File: src/rtl/exc_ctrl_pkg.sv
// Shared types for the commit-stage exception controller: cp0 write bundle,
// ExcCode constants, FSM states and the bad-address source select.
`ifndef W_ADDR
`define W_ADDR 32
`endif
`ifndef W_INTV
`define W_INTV 8
`endif

package exc_ctrl_pkg;

  typedef struct packed {
    logic                 we;
    logic                 exl;
    logic                 bd;
    logic [4:0]           exc;
    logic [`W_ADDR-1:0]   epc;
    logic [`W_ADDR-1:0]   bva;
  } reg_error;

  localparam logic [4:0] EXC_INT  = 5'd0;
  localparam logic [4:0] EXC_ADEL = 5'd4;
  localparam logic [4:0] EXC_ADES = 5'd5;
  localparam logic [4:0] EXC_SYS  = 5'd8;
  localparam logic [4:0] EXC_BP   = 5'd9;
  localparam logic [4:0] EXC_RI   = 5'd10;
  localparam logic [4:0] EXC_OV   = 5'd12;

  typedef enum logic [1:0] {IDLE, DRAIN, REDIRECT} exc_state_t;

  typedef enum logic [1:0] {BVA_KEEP, BVA_PC, BVA_MADDR} bva_sel_t;

endpackage

File: src/rtl/exc_ctrl_prio.sv
// Combinational priority encoder: picks the winning exception (or ERET) on the
// committing instruction and decides whether the controller takes it this cycle.
module exc_prio
  import exc_ctrl_pkg::*;
(
  input  logic       idle,
  input  logic       cm_valid,
  input  logic       cm_stall,
  input  logic       intr,
  input  logic       adel_if,
  input  logic       ri,
  input  logic       ov,
  input  logic       sys,
  input  logic       bp,
  input  logic       adel_d,
  input  logic       ades_d,
  input  logic       eret,
  output logic       take,
  output logic       is_eret,
  output logic [4:0] exc,
  output bva_sel_t   bva_sel
);

  logic hit;
  logic eret_sel;

  always_comb begin
    exc      = EXC_INT;
    bva_sel  = BVA_KEEP;
    eret_sel = 1'b0;
    hit      = 1'b1;
    if (intr) begin
      exc = EXC_INT;
    end else if (adel_if) begin
      exc     = EXC_ADEL;
      bva_sel = BVA_PC;
    end else if (ri) begin
      exc = EXC_RI;
    end else if (ov) begin
      exc = EXC_OV;
    end else if (sys) begin
      exc = EXC_SYS;
    end else if (bp) begin
      exc = EXC_BP;
    end else if (adel_d) begin
      exc     = EXC_ADEL;
      bva_sel = BVA_MADDR;
    end else if (ades_d) begin
      exc     = EXC_ADES;
      bva_sel = BVA_MADDR;
    end else if (eret) begin
      eret_sel = 1'b1;
    end else begin
      hit = 1'b0;
    end
  end

  assign take    = idle && cm_valid && !cm_stall && hit;
  assign is_eret = take && eret_sel;

endmodule

File: src/rtl/exc_ctrl.sv
// Precise-exception controller at commit: flush at take (T), cp0 write at T+1,
// redirect once the data bus drains (earliest T+2, forced after MAX_DRAIN cycles).
`ifndef W_ADDR
`define W_ADDR 32
`endif
`ifndef W_INTV
`define W_INTV 8
`endif

module exc_ctrl
  import exc_ctrl_pkg::*;
#(
  parameter logic [`W_ADDR-1:0] EXC_VECTOR = 32'hBFC00380,
  parameter int                 MAX_DRAIN  = 16
) (
  input  logic               clk,
  input  logic               rst_n,
  input  logic               cm_valid,
  input  logic               cm_stall,
  input  logic [`W_ADDR-1:0] cm_pc,
  input  logic               cm_bd,
  input  logic               cm_adel_if,
  input  logic               cm_ri,
  input  logic               cm_ov,
  input  logic               cm_sys,
  input  logic               cm_bp,
  input  logic               cm_adel_d,
  input  logic               cm_ades_d,
  input  logic [`W_ADDR-1:0] cm_maddr,
  input  logic               cm_eret,
  input  logic               mem_busy,
  input  logic [`W_INTV-1:0] intr_vect,
  input  logic [`W_ADDR-1:0] er_epc,
  output reg_error           cp0w,
  output logic               flush,
  output logic               redirect,
  output logic [`W_ADDR-1:0] redirect_pc,
  output logic               drain_timeout
);

  localparam int CNT_W = (MAX_DRAIN > 1) ? $clog2(MAX_DRAIN) : 1;

  exc_state_t         state, state_nxt;
  logic [CNT_W-1:0]   cnt, cnt_nxt;
  logic               take, is_eret, timeout_set;
  logic [4:0]         exc_code;
  bva_sel_t           bva_sel;
  reg_error           cp0w_nxt;
  logic               sh_bd;
  logic [4:0]         sh_exc;
  logic [`W_ADDR-1:0] sh_bva;
  logic               eret_q;
  logic [`W_ADDR-1:0] eret_pc_q;

  exc_prio u_prio (
    .idle     (state == IDLE),
    .cm_valid (cm_valid),
    .cm_stall (cm_stall),
    .intr     (|intr_vect),
    .adel_if  (cm_adel_if),
    .ri       (cm_ri),
    .ov       (cm_ov),
    .sys      (cm_sys),
    .bp       (cm_bp),
    .adel_d   (cm_adel_d),
    .ades_d   (cm_ades_d),
    .eret     (cm_eret),
    .take     (take),
    .is_eret  (is_eret),
    .exc      (exc_code),
    .bva_sel  (bva_sel)
  );

  // ERET rewrites only EXL/EPC; the read-only fields are replayed from the shadow.
  always_comb begin
    cp0w_nxt = '0;
    if (take) begin
      cp0w_nxt.we = 1'b1;
      if (is_eret) begin
        cp0w_nxt.exl = 1'b0;
        cp0w_nxt.epc = er_epc;
        cp0w_nxt.bd  = sh_bd;
        cp0w_nxt.exc = sh_exc;
        cp0w_nxt.bva = sh_bva;
      end else begin
        cp0w_nxt.exl = 1'b1;
        cp0w_nxt.bd  = cm_bd;
        cp0w_nxt.exc = exc_code;
        cp0w_nxt.epc = cm_bd ? (cm_pc - `W_ADDR'(4)) : cm_pc;
        case (bva_sel)
          BVA_PC:    cp0w_nxt.bva = cm_pc;
          BVA_MADDR: cp0w_nxt.bva = cm_maddr;
          default:   cp0w_nxt.bva = sh_bva;
        endcase
      end
    end
  end

  always_ff @(posedge clk or negedge rst_n) begin
    if (!rst_n) begin
      cp0w          <= '0;
      sh_bd         <= 1'b0;
      sh_exc        <= '0;
      sh_bva        <= '0;
      eret_q        <= 1'b0;
      eret_pc_q     <= '0;
      state         <= IDLE;
      cnt           <= '0;
      drain_timeout <= 1'b0;
    end else begin
      cp0w          <= cp0w_nxt;
      state         <= state_nxt;
      cnt           <= cnt_nxt;
      drain_timeout <= drain_timeout | timeout_set;
      if (take) begin
        sh_bd     <= cp0w_nxt.bd;
        sh_exc    <= cp0w_nxt.exc;
        sh_bva    <= cp0w_nxt.bva;
        eret_q    <= is_eret;
        eret_pc_q <= er_epc;
      end
    end
  end

  always_comb begin
    state_nxt   = state;
    cnt_nxt     = cnt;
    flush       = take;
    redirect    = 1'b0;
    redirect_pc = '0;
    timeout_set = 1'b0;
    case (state)
      IDLE: begin
        if (take) begin
          state_nxt = DRAIN;
          cnt_nxt   = '0;
        end
      end
      DRAIN: begin
        flush   = 1'b1;
        cnt_nxt = cnt + CNT_W'(1);
        if (!mem_busy) begin
          state_nxt = REDIRECT;
        end else if (cnt == CNT_W'(MAX_DRAIN - 1)) begin
          state_nxt   = REDIRECT;
          timeout_set = 1'b1;
        end
      end
      REDIRECT: begin
        flush       = 1'b1;
        redirect    = 1'b1;
        redirect_pc = eret_q ? eret_pc_q : EXC_VECTOR;
        state_nxt   = IDLE;
        cnt_nxt     = '0;
      end
      default: begin
        state_nxt = IDLE;
        cnt_nxt   = '0;
      end
    endcase
  end

endmodule

File: config.mk
export PLATFORM = sky130hd
export DESIGN_NAME = exc_ctrl
export DESIGN_NICKNAME = d
export VERILOG_FILES = /design/src/rtl/exc_ctrl_pkg.sv /design/src/rtl/exc_ctrl_prio.sv /design/src/rtl/exc_ctrl.sv
export SDC_FILE = /design/constraint.sdc
export NUM_CORES = 1
export LEC_CHECK = 0
export BUFFER_PORTS_ARGS = -buffer_cell sky130_fd_sc_hd__buf_2
export CORE_MARGIN = 1
export CORE_UTILIZATION = 52
export CTS_BUF_LIST = sky130_fd_sc_hd__clkbuf_8 sky130_fd_sc_hd__clkbuf_16
export CTS_CLUSTER_DIAMETER = 80
export DETAILED_ROUTE_END_ITERATION = 12
export GPL_TIMING_DRIVEN = 0
export PLACE_DENSITY_LB_ADDON = 0.25
export REMOVE_ABC_BUFFERS = 1
export SLEW_MARGIN = 20
export SYNTH_ARGS = -nofsm -noshare
export SYNTH_HDL_FRONTEND = slang
export SYNTH_SLANG_ARGS = --single-unit
File: constraint.sdc
create_clock -name clk -period 2.7 [get_ports clk]
set_input_delay 0.405 -clock clk [delete_from_list [all_inputs] [get_ports clk]]
set_output_delay 0.405 -clock clk [all_outputs]
set_load 0.1 [all_outputs]
### Word level (Yosys, flattened, before mapping)

Index checks and enable logic that the tools add are counted.

| word-level totals | value |
|---|---|
| register bits after elaboration | 150 |
| logic and storage cells | 83 |
| memory bits (read-only) | 0 |
| bits in writable memories | 0 |
| memories | 0 |
| latch bits | 0 |

| operators by class | value |
|---|---|
| shifts and indexed selects | 0 |
| multipliers | 0 |
| add/sub/neg operators | 2 |
| mux-type cells | 50 |
| equality and inequality tests | 7 |
| bitwise gates (word level) | 1 |
| reductions and logical operators | 9 |
| divide/modulo/power cells | 0 |
| order comparisons | 0 |

Operators by type and width:

| cell | number |
|---|---|
| 2-to-1 mux 32 bit | 3 |
| 2-to-1 mux 72 bit | 1 |
| 2-to-1 mux 71 bit | 1 |
| case mux 32 bit (2 select lines) | 1 |
| 2-to-1 mux 5 bit | 7 |
| subtractor 32 x 3 -> 32 bit, second input constant | 1 |
| 2-to-1 mux 1 bit | 22 |
| 2-to-1 mux 2 bit | 11 |
| case mux 4 bit (2 select lines) | 1 |
| OR reduction 8 bit | 1 |
| adder 4 x 1 -> 4 bit, second input constant | 1 |
| equality test 2 x 1 -> 1 bit, second input constant | 2 |
| equality test 2 bit, second input constant | 2 |
| equality test 4 bit, second input constant | 1 |
| logical AND 1 bit | 4 |
| 2-to-1 mux 4 bit | 1 |
| case mux 2 bit (2 select lines) | 1 |
| 2-to-1 mux 3 bit | 1 |
| inequality test 3 bit, second input constant | 1 |
| zero test 2 bit | 1 |
| inequality test 2 bit, second input constant | 1 |
| AND reduction 2 bit | 1 |
| OR reduction 2 bit | 1 |
| zero test 1 bit | 1 |
| bitwise OR 1 bit | 1 |

### Logic depth before layout (Yosys ltp)

Gate-level depths: netlist of the first run.

| logic depth | value |
|---|---|
| depth in word-level cells | 13 |
| gate-level depth with buffers | 9 |
| mapped depth without buffers | 8 |

### Hierarchy

A second synthesis of the first run with hierarchy kept.

| second synthesis, totals | value |
|---|---|
| cells, all modules | 664 |
| area total of the unflattened synthesis | 6988.0 sq um |

By module, submodules not included:

| module | cells an instance | area each (sq um) | times used |
|---|---|---|---|
| exc_ctrl | 640 | 6851.6 | 1 |
| exc_prio | 24 | 136.4 | 1 |

### Least setup slack after synthesis of the first run

No wires, ideal clock.

| path | value |
|---|---|
| kind | flip-flop to output port |
| start | reg state[0] |
| end | out redirect_pc[23] |
| buffers on the path | 1 |
| data arrival time | 3.867 ns |
| cell stages (with the launch flop) | 5 |
| path slack | -1.572 ns |
| required time | 2.295 ns |
| path through | dfrtp_1 -> inv_1 -> ha_1 -> clkbuf_1 -> a21boi_0 |

| between the ends | value |
|---|---|
| cells in the longest elaborated chain, start to end | 2 |

Ends and longest elaborated chain:

| what | RTL line | source |
|---|---|---|
| start, declared | exc_ctrl.sv:43 | `exc_state_t state, state_nxt;` |
| start signal, assigned | exc_ctrl.sv:112 | `state <= state_nxt;` |
| equality test 2 bit | exc_ctrl.sv:132 | `case (state)` |
| 2-to-1 mux 32 bit | exc_ctrl.sv:132 |  |
| end, declared | exc_ctrl.sv:37 | `` output logic [`W_ADDR-1:0] redirect_pc, `` |

Every way passes these cells.

### Final worst setup path of the first run

| path | value |
|---|---|
| start | reg state[0] |
| end | out flush |

| between the ends | value |
|---|---|
| cells in the longest elaborated chain, start to end | 5 |

Ends and longest elaborated chain:

| what | RTL line | source |
|---|---|---|
| zero test 2 bit | exc_ctrl.sv:56 | `.idle (state == IDLE),` |
| logical AND 1 bit (3 in a row) | exc_ctrl_prio.sv:58 | `assign take = idle && cm_valid && !cm_stall && hit;` |
| 2-to-1 mux 1 bit (*) | exc_ctrl.sv:132 |  |
| end, declared | exc_ctrl.sv:35 | `output logic flush,` |

Every way passes the cells marked *; elsewhere a longest branch is shown, timed or not.

==> results of run 1 <==
power breakdown:
part / internal [µW] / switching [µW]
combinational: 778 / 3100
clock: 1620 / 939
sequential: 2670 / 238
total: 5070 / 4280
metrics by stage:
stage	util, %	cell area [µm²]	TNS, ps
after floorplan	-	7330	-56010
after global placement	61.8	8680	-315970
after detailed placement	62.4	8760	-110880
after CTS	67.9	9540	0
after global routing	68.3	9590	-18.1
final	68.3	9590	0
routing by layer:
layer	track usage, %	routed length [µm]
met1	40.9	9620
met2	48.5	10900
met5	0	10
met4	12.7	618
met3	8.13	1960
cell type report:
class                           instances  area (µm²)  share of cell area [%]
Antenna cell                            1        2.50                  0.0261
Clock buffer                           20         467                    4.87
Clock inverter                         11         171                    1.79
Inverter                               53         199                    2.08
Multi-Input combinational cell        456        3520                    36.7
Sequential cell                       150        3750                    39.2
Tap cell                              180         225                    2.35
Timing Repair Buffer                  231        1250                    13.0
critical path: cells and delay by family, from the launching register on:
family / cells / cell delay [ps]
buffers and inverters: 2 / 470
AND/OR/NAND/NOR: 3 / 660
flip-flops: 1 / 400
adder cells (fa/ha/maj): 1 / 250
synth_stat cells (4+ instances only):
cell	number
a211o_1	7
a211oi_1	6
a21boi_0	12
a21o_1	6
a21oi_1	6
a221oi_1	32
a22o_1	18
a22oi_1	32
and3_1	25
and4_1	6
buf_2	15
buf_4	6
clkbuf_1	34
dfrtp_1	150
ha_1	8
inv_1	51
mux2_1	20
mux2_2	7
mux2i_1	32
nand2_1	19
nand2b_1	5
nand3_1	28
nand3b_1	4
nand4_1	8
nand4b_1	7
nor2_1	22
nor2b_1	33
nor3_1	16
nor4_1	12
o2111ai_1	5
o21ai_0	10
or2_2	4
or3_1	5
or4_1	7
xor2_1	12
state kept, by name (all words and copies together) (netlist names):
name / cells
eret_pc_q: 32
cp0w: 72
state: 2
drain_timeout: 1
cnt: 4
sh_bva: 32
eret_q: 1
sh_bd: 1
sh_exc: 5
worst max-delay path by stage:
stage / end / slack, ps / start
after detailed placement: eret_pc_q[1]$_DFFE_PN0P_ / -1280 / state[0]$_DFFE_PN0P_
after global placement: sh_bva[29]$_DFFE_PN0P_ / -1920 / intr_vect[5]
after CTS: flush / 40 / state[0]$_DFFE_PN0P_
after global routing: flush / -10 / state[0]$_DFFE_PN0P_
after floorplan: redirect_pc[22] / -1640 / state[0]$_DFFE_PN0P_
final: flush / 80 / state[0]$_DFFE_PN0P_
cell families (layout without fill, tap and decap cells):
logic type,count (synthesis),after routing
and+or+nand+nor,219,222
other,0,1
xor gates and xnor gates,14,14
buffers and inverters,111,315
adders and majority gates,8,8
DFF,150,150
muxes,59,59
AOI/OAI and AO/OA,153,153
what timing repair did:
| item | CTS | global route |
|---|---|---|
| endpoints found under the hold margin | 68 | 0 |
| setup endpoints to repair | 168 | 99 |
| gates resized for setup | 17 | 6 |
| hold buffers | 1 | 0 |
| pin swaps | 4 | 1 |
| buffers inserted | 3 | 1 |
| cloned | 3 | 0 |
==> flow_summary.toml, run 1 <==
[die]
die_h_um = 123
rows = 43
initial_core_util_pct = 54.1
core_area_um2 = 14000
die_area_um2 = 15100
io_pins = 225
die-width_um = 123

[critical_path]
r2r_cells = 6
slowest_stage = "dfrtp_1"
r2r_end = "eret_pc_q[1]$_DFFE_PN0P_"
arrival_ps = 2220
cp_max_fo = 37
path_cells = "inv_1 -> ha_4 -> and3b_4 -> nand2_8 -> nand2b_1 -> buf_6"
cpPeakStageDelay_ps = 400
r2r_slack_ps = 140
crit_type = "reg2out"
critPathRequiredTime_ps = 2300
critPathCaptureType = "output pin"
r2r_start = "state[0]$_DFFE_PN0P_"
worst_setup_path_start_kind = "register"

[clock_tree]
clk-insertion-delay-late_ps = 420
ctsLongestPathBuffers = 2
path_clk_slew_ps = 60
cts_sinks = 150
cts_tree = "built"
cts_max_level = 4
cts_buffers = 17
cts_root_buf = "clkbuf_16"

[sta]
hold_violations = 0
skew_ps = 6.81
slew_headroom_pct = 33.3
slew_violations = 0
post-route-period-util_pct = 97.1
finalSetupViolations = 0
holdWs_ps = 214
grt_setup_unrepaired = "yes"
post-route-min-period_ps = 2620
fmax_mhz = 382
fin_ws_ps = 78.9
worstMarginPinSlew_ps = 1000

[min_path]
min_to = "eret_pc_q[7]$_DFFE_PN0P_"
whs_path_depth = 2
hp-start = "er_epc[7]"
hold_class = "in2reg"

[route]
wl_um = 23100
vias = 6769
dr.pass1.iters = 5
postRouteAntennaNets = 0
drtIter0Drc = 564
drc_errors = 0
viasPerCell = 6.14
wl_per_cell_um = 21.0

[global_route]
grt_remaining_overflow = 0
grt_pass1_wl_um = 35000
antenna_found_initial = 2
grtUsageTotal_pct = 31.0
grt_max_degree = 83
grt_pass1_vias = 6431

[synth]
synth_area_leader_cell = "dfrtp_1"
syn_area_um2 = 7590
synth_xor_area_share_pct = 1.62
synth-edff-count = 0
synth-adder-area-share_pct = 1.32
synth_top_area_share_pct = 49.4
synth_cell_types = 60
syn_avg_cell_area_um2 = 10.6
synthCells = 714
synth_compound_area_share_pct = 15.8
synth_simple_gate_area_share_pct = 17.5
synth_top_family_by_area = "simple AND/OR/NAND/NOR gates"
ys.flop_type = "dfrtp_1"
yosys_warnings = 0
netlist_top_cells_area = "dfrtp_1, mux2i_1, a221oi_1"
synth.mux.area_fraction_pct = 8.22
synth-async-reset-ratio_pct = 100
yosysSeqAreaShare_pct = 49.4
synth.ff_latch_count = 150

[layout]
layout_common_cells = "buf_2, dfrtp_1, inv_1"
n_fill_cell = 1130
drive_gt1_share_pct = 32.6
area_growth_pct = 26.3
final_common_cell = "buf_2"
final_cells = 1102
nNetsFinal = 1035

[placement]
numPlacedInstances = 1062
port_buffers = 224
place.gp.congestion = 0.894
place_ws_ps = -1280
hpwl_um = 14700

[pwr]
total_power_uw = 9340
power_density_nw_per_um2 = 975
peakVddDrop_v = 0.00110
leakage_uw = 0.00508

[outcome]
status = "completed"

[job]
max_cap_viol_count = 0
No activity file was read; power rests on OpenSTA's default activity.
==> inputs of run 2 (changes only) <==
--- a/config.mk
+++ b/config.mk
@@ -7,7 +7,7 @@
 export LEC_CHECK = 0
 export BUFFER_PORTS_ARGS = -buffer_cell sky130_fd_sc_hd__buf_2
 export CORE_MARGIN = 1
-export CORE_UTILIZATION = 52
+export CORE_UTILIZATION = 47
 export CTS_BUF_LIST = sky130_fd_sc_hd__clkbuf_8 sky130_fd_sc_hd__clkbuf_16
 export CTS_CLUSTER_DIAMETER = 80
 export DETAILED_ROUTE_END_ITERATION = 12
==> constraint.sdc (replaced) <==
create_clock -name clk -period 2.35 [get_ports clk]
set_input_delay 0.3525 -clock clk [delete_from_list [all_inputs] [get_ports clk]]
set_output_delay 0.3525 -clock clk [all_outputs]
set_load 0.1 [all_outputs]
==> flow_summary.toml, run 2 (same netlist as run 1, synthesis figures left out) <==
[outcome]
status = "completed"

[layout]
drive_gt1_share_pct = 34.0
largestRegisters = "cp0w: 72 flops, eret_pc_q: 32 flops, sh_bva: 32 flops"
final_common_cell = "buf_2"
fin_area_um2 = 9880
layout_common_cells = "buf_2, dfrtp_1, inv_1"
top_register = "cp0w"
n_fill_cell = 1310
num_antenna_cells = 0
largest_register_ffs = 72
area_growth_pct = 30.1
nNetsFinal = 1053

[clock_tree]
path_clk_slew_ps = 60
cts_buffers = 17
clk-insertion-delay-late_ps = 420
cts_sinks = 150
cts_root_buf = "clkbuf_16"
cts_tree = "built"
cts_max_level = 4
ctsLongestPathBuffers = 2

[placement]
dpl-instance-area_um2 = 8790
port_buffers = 224
place_ws_ps = -1770
place.gp.congestion = 0.825
hpwl_um = 15000

[die]
die-width_um = 129
die_h_um = 129
core_area_um2 = 15800
io_pins = 225
rows = 46
initial_core_util_pct = 48.0
die_area_um2 = 16700

[sta]
slew_violations = 0
fmax_mhz = 430
worstMarginPinSlew_ps = 771
slew_headroom_pct = 48.1
finalSetupViolations = 0
post-route-period-util_pct = 99.0
hold_violations = 0
grt_setup_unrepaired = "yes"
fin_ws_ps = 23.8
post-route-min-period_ps = 2330
holdWs_ps = 161
skew_ps = 8.57

[critical_path]
cp_max_fo = 33
cpPeakStageDelay_ps = 420
slowest_stage = "ha_4"
critPathBufInv = 2
critPathCaptureType = "output pin"
path_cells = "inv_2 -> ha_4 -> a21boi_0 -> buf_4"
critPathRequiredTime_ps = 2000
crit_type = "reg2out"
worst_setup_path_start_kind = "register"
arrival_ps = 1970
cp_top_family = "buffers and inverters"

[job]
max_cap_viol_count = 0

[route]
vias = 6745
postRouteAntennaNets = 0
wl_per_cell_um = 21.0
wl_um = 24300
viasPerCell = 5.83
drtIter0Drc = 445
dr.pass1.iters = 5
drc_errors = 0

[global_route]
grt_pass1_wl_um = 36400
grtUsageTotal_pct = 29.4
grt_remaining_overflow = 0
antenna_found_initial = 0
grt_max_degree = 79
grt_pass1_vias = 6566

[pwr]
power_density_nw_per_um2 = 1110
leakage_uw = 0.00518
total_power_uw = 10900
peakVddDrop_v = 0.00137

[min_path]
hold_class = "in2reg"
run 2: cell types whose count changed in the layout (fill, tap and decap cells not counted), moves of 2 or more:
cell,before,now
buf_4,3,49
buf_2,219,190
clkbuf_4,3,0
inv_1,51,54
a21boi_0,12,10
buf_12,0,2
run 2: power breakdown:
part           internal [µW]  switching [µW]  leakage [µW]
clock network           1810            1050      0.000319
registers               3070             280       0.00183
logic                   1080            3640       0.00303
total                   5960            4970       0.00518
run 2: layer usage:
layer	global-route usage, %	up-vias	share of wire, %
met2	46.6	286	47
met4	12.5	0	2.8
li1	-	3061	-
met1	39.0	3357	43
met5	0	-	0
met3	6.61	41	6.8
run 2: path summary, 6_finish.rpt:
| kind | startpoint | to | slack, ps | cells past startpoint |
|---|---|---|---|---|
| worst max-delay path | state[0]$_DFFE_PN0P_ | redirect_pc[24] | 20 | 4 |
| worst min-delay path | er_epc[11] | cp0w[43]$_DFF_PN0_ | 160 | 2 |
| worst max register to register | state[1]$_DFFE_PN0P_ | cp0w[26]$_DFF_PN0_ | 90 | 6 |
| worst min register to register | drain_timeout$_DFF_PN0_ | drain_timeout$_DFF_PN0_ | 470 | 1 |
| max in group asynchronous | rst_n | cp0w[52]$_DFF_PN0_ | 1090 | 3 |
| min in group asynchronous | rst_n | cp0w[71]$_DFF_PN0_ | 480 | 2 |
run 2: layout make-up:
cell class                      instances  area [µm²]  share of cell area, %
Inverter                               53         201                   2.04
Timing Repair Buffer                  248        1480                   14.9
Clock inverter                         13         165                   1.67
Tap cell                              216         270                   2.74
Multi-Input combinational cell        457        3560                   36.0
Clock buffer                           19         453                   4.58
Sequential cell                       150        3750                   38.0
run 2: timing repair:
| item | CTS | global route |
|---|---|---|
| resized for setup | 60 | 8 |
| setup buffers | 12 | 9 |
| hold buffers | 1 | 0 |
| pin swaps | 8 | 4 |
| gates cloned | 3 | 1 |
| hold endpoints to repair | 72 | 0 |
| endpoints found under the setup margin | 181 | 67 |
run 2: stage by stage:
step                      cells  TNS [ps]  util (%)
final                      1156         0      62.4
after global routing       1156      -460      62.4
after CTS                  1146     -20.7      61.7
after detailed placement   1098   -161820      55.6
after global placement     1096   -445120      55.1
after floorplan             656   -103620         -
